==> config.mk <==
export PLATFORM = sky130hd
export DESIGN_NAME = display_scanner
export DESIGN_NICKNAME = d
export VERILOG_FILES = /design/src/rtl/display_pkg.sv /design/src/rtl/hex_to_seven_seg.sv /design/src/rtl/display_scanner.sv
export SDC_FILE = /design/constraint.sdc
export NUM_CORES = 1
export LEC_CHECK = 0
export CELL_PAD_IN_SITES_DETAIL_PLACEMENT = 0
export CELL_PAD_IN_SITES_GLOBAL_PLACEMENT = 1
export CORE_UTILIZATION = 40
export CTS_CLUSTER_DIAMETER = 200
export DETAILED_ROUTE_END_ITERATION = 10
export HOLD_SLACK_MARGIN = 0.15
export MAX_ROUTING_LAYER = met4
export PLACE_DENSITY = 0.88
export SLEW_MARGIN = 5
export SYNTH_ARGS = -nofsm -noshare
export SYNTH_HDL_FRONTEND = slang
export SYNTH_SLANG_ARGS = --single-unit
==> constraint.sdc <==
create_clock -name clock_1KHz -period 2.1 [get_ports clock_1KHz]
set_input_delay 0.315 -clock clock_1KHz [delete_from_list [all_inputs] [get_ports clock_1KHz]]
set_output_delay 0.315 -clock clock_1KHz [all_outputs]
set_load 0.03 [all_outputs]
==> src/rtl/display_pkg.sv <==
// display_pkg
// Shared constants and types for the seven-segment display scan path.
//   NUM_DIGITS  : number of multiplexed digits on the display
//   seg_t       : active-low segment vector, bit 0 = a ... bit 6 = g
//   SEG_BLANK   : all segments off
//   ANODE_OFF   : all digit enables off (active-low)
//   HEX_SEG     : hex nibble to active-low segment pattern table
package display_pkg;

  localparam int NUM_DIGITS = 4;

  typedef logic [6:0] seg_t;

  localparam seg_t SEG_BLANK = 7'h7F;
  localparam logic [NUM_DIGITS-1:0] ANODE_OFF = 4'hF;

  // Index is the nibble value; patterns are active-low with bit 0 = segment a.
  localparam seg_t HEX_SEG [16] = '{
    7'h40, // 0
    7'h79, // 1
    7'h24, // 2
    7'h30, // 3
    7'h19, // 4
    7'h12, // 5
    7'h02, // 6
    7'h78, // 7
    7'h00, // 8
    7'h10, // 9
    7'h08, // A
    7'h03, // b
    7'h46, // C
    7'h21, // d
    7'h06, // E
    7'h0E  // F
  };

endpackage

==> src/rtl/hex_to_seven_seg.sv <==
// hex_to_seven_seg
// Purely combinational hex nibble to active-low seven-segment decoder.
//   i_nibble : hex digit 0..F
//   o_seg    : active-low segments, bit 0 = a ... bit 6 = g
module hex_to_seven_seg
  import display_pkg::*;
(
  input  logic [3:0] i_nibble,
  output seg_t       o_seg
);

  assign o_seg = HEX_SEG[i_nibble];

endmodule

==> src/rtl/display_scanner.sv <==
// display_scanner
// Drives a 4-digit common-anode seven-segment display, one digit per
// clock_1KHz cycle, selected by the upstream digitCount. Takes a tear-free
// snapshot of the display inputs at every digitCount==0 edge and applies
// leading-zero suppression, per-digit blink and a global enable.
// All outputs are registered.
//   clock_1KHz  : scan clock
//   reset_n     : asynchronous active-low reset
//   digitCount  : digit index to present (0 = least significant)
//   value       : 16-bit hex value, nibble k on digit k
//   dp_in       : decimal point request per digit
//   blank_lz    : suppress leading zeros when 1
//   blink_mask  : per-digit blink enable
//   display_en  : 0 forces the display dark (live, not snapshot)
//   anode_n     : active-low digit enables
//   segments_n  : active-low segments, bit 0 = a ... bit 6 = g
//   dp_n        : active-low decimal point
//   frame_start : high while the digit-0 output of a new frame is presented
module display_scanner
  import display_pkg::*;
#(
  parameter int BLINK_HALF_PERIOD = 250
) (
  input  logic                  clock_1KHz,
  input  logic                  reset_n,
  input  logic [1:0]            digitCount,
  input  logic [15:0]           value,
  input  logic [NUM_DIGITS-1:0] dp_in,
  input  logic                  blank_lz,
  input  logic [NUM_DIGITS-1:0] blink_mask,
  input  logic                  display_en,
  output logic [NUM_DIGITS-1:0] anode_n,
  output seg_t                  segments_n,
  output logic                  dp_n,
  output logic                  frame_start
);

  localparam logic [9:0] BLINK_LAST = 10'(BLINK_HALF_PERIOD - 1);

  logic [15:0]           r_value;
  logic [NUM_DIGITS-1:0] r_dp;
  logic [NUM_DIGITS-1:0] r_blink_mask;
  logic                  r_blank_lz;
  logic [9:0]            r_blink_cnt;
  logic                  r_blink_phase;

  logic                  w_new_frame;
  logic [15:0]           w_value;
  logic [NUM_DIGITS-1:0] w_dp;
  logic [NUM_DIGITS-1:0] w_blink_mask;
  logic                  w_blank_lz;
  logic [15:0]           w_shifted;
  logic                  w_lz_blank;
  logic                  w_blink_wrap;
  logic                  w_phase_next;
  seg_t                  w_dec_seg;
  logic [NUM_DIGITS-1:0] w_anode_sel;

  logic [NUM_DIGITS-1:0] w_anode_next;
  seg_t                  w_seg_next;
  logic                  w_dp_next;

  // A digit-0 edge shows the live inputs so the frame's first digit already
  // matches the snapshot that digits 1..3 will use.
  assign w_new_frame  = (digitCount == 2'd0);
  assign w_value      = w_new_frame ? value      : r_value;
  assign w_dp         = w_new_frame ? dp_in      : r_dp;
  assign w_blink_mask = w_new_frame ? blink_mask : r_blink_mask;
  assign w_blank_lz   = w_new_frame ? blank_lz   : r_blank_lz;

  // Shifting the selected nibble to the bottom also leaves exactly the
  // nibbles k..3 in the word, so a zero test gives the leading-zero condition.
  assign w_shifted  = w_value >> {digitCount, 2'b00};
  assign w_lz_blank = w_blank_lz && !w_new_frame && (w_shifted == 16'h0000);

  assign w_anode_sel = ~(4'b0001 << digitCount);

  // The output registered on this edge uses the phase that holds after it,
  // so a wrap on the same edge already affects this digit.
  assign w_blink_wrap = (r_blink_cnt == BLINK_LAST);
  assign w_phase_next = w_blink_wrap ? ~r_blink_phase : r_blink_phase;

  hex_to_seven_seg u_dec (
    .i_nibble (w_shifted[3:0]),
    .o_seg    (w_dec_seg)
  );

  always_comb begin
    w_anode_next = ANODE_OFF;
    w_seg_next   = SEG_BLANK;
    w_dp_next    = 1'b1;
    if (display_en && !(w_phase_next && w_blink_mask[digitCount])) begin
      w_anode_next = w_anode_sel;
      w_seg_next   = w_lz_blank ? SEG_BLANK : w_dec_seg;
      w_dp_next    = ~w_dp[digitCount];
    end
  end

  always_ff @(posedge clock_1KHz or negedge reset_n) begin
    if (!reset_n) begin
      r_blink_cnt   <= '0;
      r_blink_phase <= 1'b0;
    end else if (w_blink_wrap) begin
      r_blink_cnt   <= '0;
      r_blink_phase <= ~r_blink_phase;
    end else begin
      r_blink_cnt   <= r_blink_cnt + 10'd1;
    end
  end

  always_ff @(posedge clock_1KHz or negedge reset_n) begin
    if (!reset_n) begin
      r_value      <= '0;
      r_dp         <= '0;
      r_blink_mask <= '0;
      r_blank_lz   <= 1'b0;
    end else if (w_new_frame) begin
      r_value      <= value;
      r_dp         <= dp_in;
      r_blink_mask <= blink_mask;
      r_blank_lz   <= blank_lz;
    end
  end

  always_ff @(posedge clock_1KHz or negedge reset_n) begin
    if (!reset_n) begin
      anode_n     <= ANODE_OFF;
      segments_n  <= SEG_BLANK;
      dp_n        <= 1'b1;
      frame_start <= 1'b0;
    end else begin
      anode_n     <= w_anode_next;
      segments_n  <= w_seg_next;
      dp_n        <= w_dp_next;
      frame_start <= w_new_frame;
    end
  end

endmodule

==> results.cfg <==
[status]
status = finished, final reports clean

[grt]
grt_pass1_vias = 1422
grt.overflow.total = 0
antenna_found_initial = 0
grt_max_degree = 44
grt_usage_pct = 16.6
grt_pass1_wl_mm = 6.58

[cts]
cts_made_buffers = 5
clk_path_buf_depth = 2
cts_max_level = 2
cts.clk_slew.worst_paths_ns = 0.08
clockRootBuffer = clkbuf_8
clock-sinks = 43
clock_latency_ns = 0.30
cts_tree = done
cts_setup_buffers = 0

[power_and_ir_drop]
p_int_mw = 1.48
seq_power_share_pct = 47.1
p_leak_nw = 1.21
clockPowerShare_pct = 25.9
switchingPower_mw = 0.601
ir_worst_vdd_mv = 0.501
p_sw_share_pct = 28.8
power.density_nw_per_um2 = 732
combPwrFrac_pct = 27.0

[synthesis]
synth_area_leaders = dfrtp_1 37%, dfstp_2 15%, mux2_2 10%, mux4_2 7.6%, ha_1 5.4%
synth_compound_area_share_pct = 5.59
synthAdderAreaFrac_pct = 5.41
syn_avg_cell_area_um2 = 12.8
synth-edff-count = 0
synthesis.instances = 163
netlist.area_leader.share_pct = 37.2
synth_ff_type = dfrtp_1
syn_nets = 202
synth_area_um2 = 2080
synth-xor-area-share_pct = 5.05
synth_seq_area_share_pct = 52.4
synthMuxAreaShare_pct = 19.3
yosysUniqueCellTypes = 35
async_flop_share_pct = 100
synth_top_family_by_area = multiplexers
ys_ff_latch = 43
yosys_warnings = 0
yosysTopAreaCell = dfrtp_1
synth_simple_gate_area_share_pct = 9.43

[sta]
finalMaxSlewViolations = 0
rsz0062_at_grt = false
finalSetupViolations = 0
hold_viol = 0
tightest_slew_ns = 0.414
tns_ns = 0
whs_ns = 0.476
slew_headroom_pct = 72.1
layout_min_cycle_time_ns = 1.98
finClkSkew_ns = 0.00480
finalCritPeriodShare_pct = 94.2
finalWorstSetupSlack_ns = 0.121
fmax_mhz = 505

[routing]
route.detailed.vias_per_inst = 4.78
vias = 1419
routedWlPerCell_um = 13.0
routed_wirelength_mm = 3.85
antenna_left = 0
firstDrtPassIters = 4
first_iter_violations = 67
drc_errors = 0

[die]
ios = 43
die_h_um = 74.2
fp.coreArea_um2 = 4880
die_area_um2 = 5500
rows = 25
initial_core_util_pct = 42.7
fp.dieW_um = 74.2

[worst_setup_path]
rr_worst_depth = 7
worstReg2RegEnd = segments_n[0]
critPathMaxStageDelay_ns = 0.50
crit_chain = clkdlybuf4s15_1 > buf_4 > mux4_2 > or2_1 > or3_1 > o211a_2 > o2111ai_1
endpoint_kind = flop
critPathKind = in -> reg
start_kind = input port
required_ns = 2.32
cp_top_family = simple AND/OR/NAND/NOR gates
cp-startpoint = digitCount[0]
arrival_ns = 2.20
reg2reg_slack_ns = 0.15
crit_slowest_cell = mux4_2
crit_buf_inv = 2
rr_startpoint = r_value[13]
cp_max_fo = 7

[placement]
dp_cells = 288
dp_hpwl_mm = 2.96
gp_congestion = 0.835
placed_cell_area_um2 = 2740
io_buffers = 42
place_ws_ns = -0.498

[finish]
antennaDiodeCount = 0
multi_input_area_um2 = 932
num-fill-cells = 451
nNetsFinal = 268
finalNonFillerCells = 297
final_area_um2 = 2850
areaGrowthSynthToFinish_pct = 36.7
final-seq-area_um2 = 1090
drive_above_1_share_pct = 30.4

[run]
cap_violations = 0

[worst_hold_path]
hp-class = reg -> reg
holdPathStages = 1
hold_start = r_blink_cnt[9]
holdPathEnd = r_blink_cnt[9]
-- sequential cells by signal, summed over array words and instances, names as in the netlist --
name and count:
r_dp 3, r_blank_lz 1, r_blink_mask 3, frame_start 1, dp_n 1, r_blink_cnt 10, r_blink_phase 1, r_value 12
anode_n 4, segments_n 7
-- Yosys cell counts (2+ instances only) --
cell type	n
o221ai_1	4
xor2_1	3
nand3b_1	2
dfstp_2	12
inv_1	10
mux4_2	7
o21ai_0	3
and3_1	2
mux2i_1	3
buf_2	3
dfrtp_1	31
nor2_1	12
a21oi_1	3
nand2b_1	2
xnor2_1	9
nand2_1	9
mux2_2	19
nand3_1	4
ha_1	9
-- placed cells by master (no fill, tap or decap), drive strengths merged, types with 2 or more instances in the layout --
cell           synthesis  final
a21oi                  3      3
and3                   2      2
buf                    4     22
clkbuf                 1      5
clkdlybuf4s50          0     39
clkinvlp               0      2
dfrtp                 31     31
dfstp                 12     12
ha                     9      9
inv                   10     11
mux2                  19     19
mux2i                  3      3
mux4                   7      7
nand2                  9      9
nand2b                 2      2
nand3                  4      4
nand3b                 2      2
nor2                  12     12
nor3                   2      2
o21ai                  3      3
o221ai                 4      4
xnor2                  9      9
xor2                   3      3
-- power groups by stage --
stage	logic (mW)	clock network (mW)	registers, mW
after floorplan	0.248	0	1.05
after global placement	0.554	0	0.995
after detailed placement	0.568	0	0.999
after CTS	0.570	0.554	0.983
after global routing	0.611	0.584	0.994
final	0.563	0.540	0.981
-- how the worst max path moves through the flow --
stage	end	slack [ns]	cells after the start
2_1_floorplan	segments_n[0]	0.02	8
3_3_place_gp	segments_n[0]	-0.44	7
3_5_place_dp	segments_n[0]	-0.50	8
4_1_cts	segments_n[0]	0.08	8
5_1_grt	segments_n[0]	0.002	8
6_report	segments_n[0]	0.12	7
-- layout make-up --
class | instances | share of cell area (%)
clock buffer | 5 | 2.42
clock inverter | 3 | 0.835
inverter | 10 | 1.32
multi-input combinational | 105 | 32.7
sequential | 43 | 38.3
tap | 67 | 2.94
timing repair buffer | 64 | 21.4
-- metal layers --
layer	share of wire, %	up-vias	routed length [um]	track usage (%)
li1	-	705	-	-
met3	4.0	6	153	4.07
met2	47	33	1830	26.8
met5	0	-	0	-
met1	47	675	1810	20.5
met4	1.4	0	55	5.13
-- repair_timing --
action                                 4_1_cts  5_1_grt
hold buffers                                 1        0
gates resized for setup                      1        2
gates cloned                                 0        0
setup endpoints to repair                    7        6
endpoints found under the hold margin       31        0
-- through the flow --
step	power, mW	util (%)
after global placement	1.55	56.2
final	2.08	58.4
after floorplan	1.30	-
after global routing	2.19	58.4
after CTS	2.11	58.3
after detailed placement	1.57	56.2
-- cell families after synthesis --
kind of cell    after synthesis
buf+inv                      15
fa+ha+maj                     9
simple gates                 39
xor+xnor                     12
compound gates               16
mux                          29
flops                        43
Power figures use the tool's default switching activity.
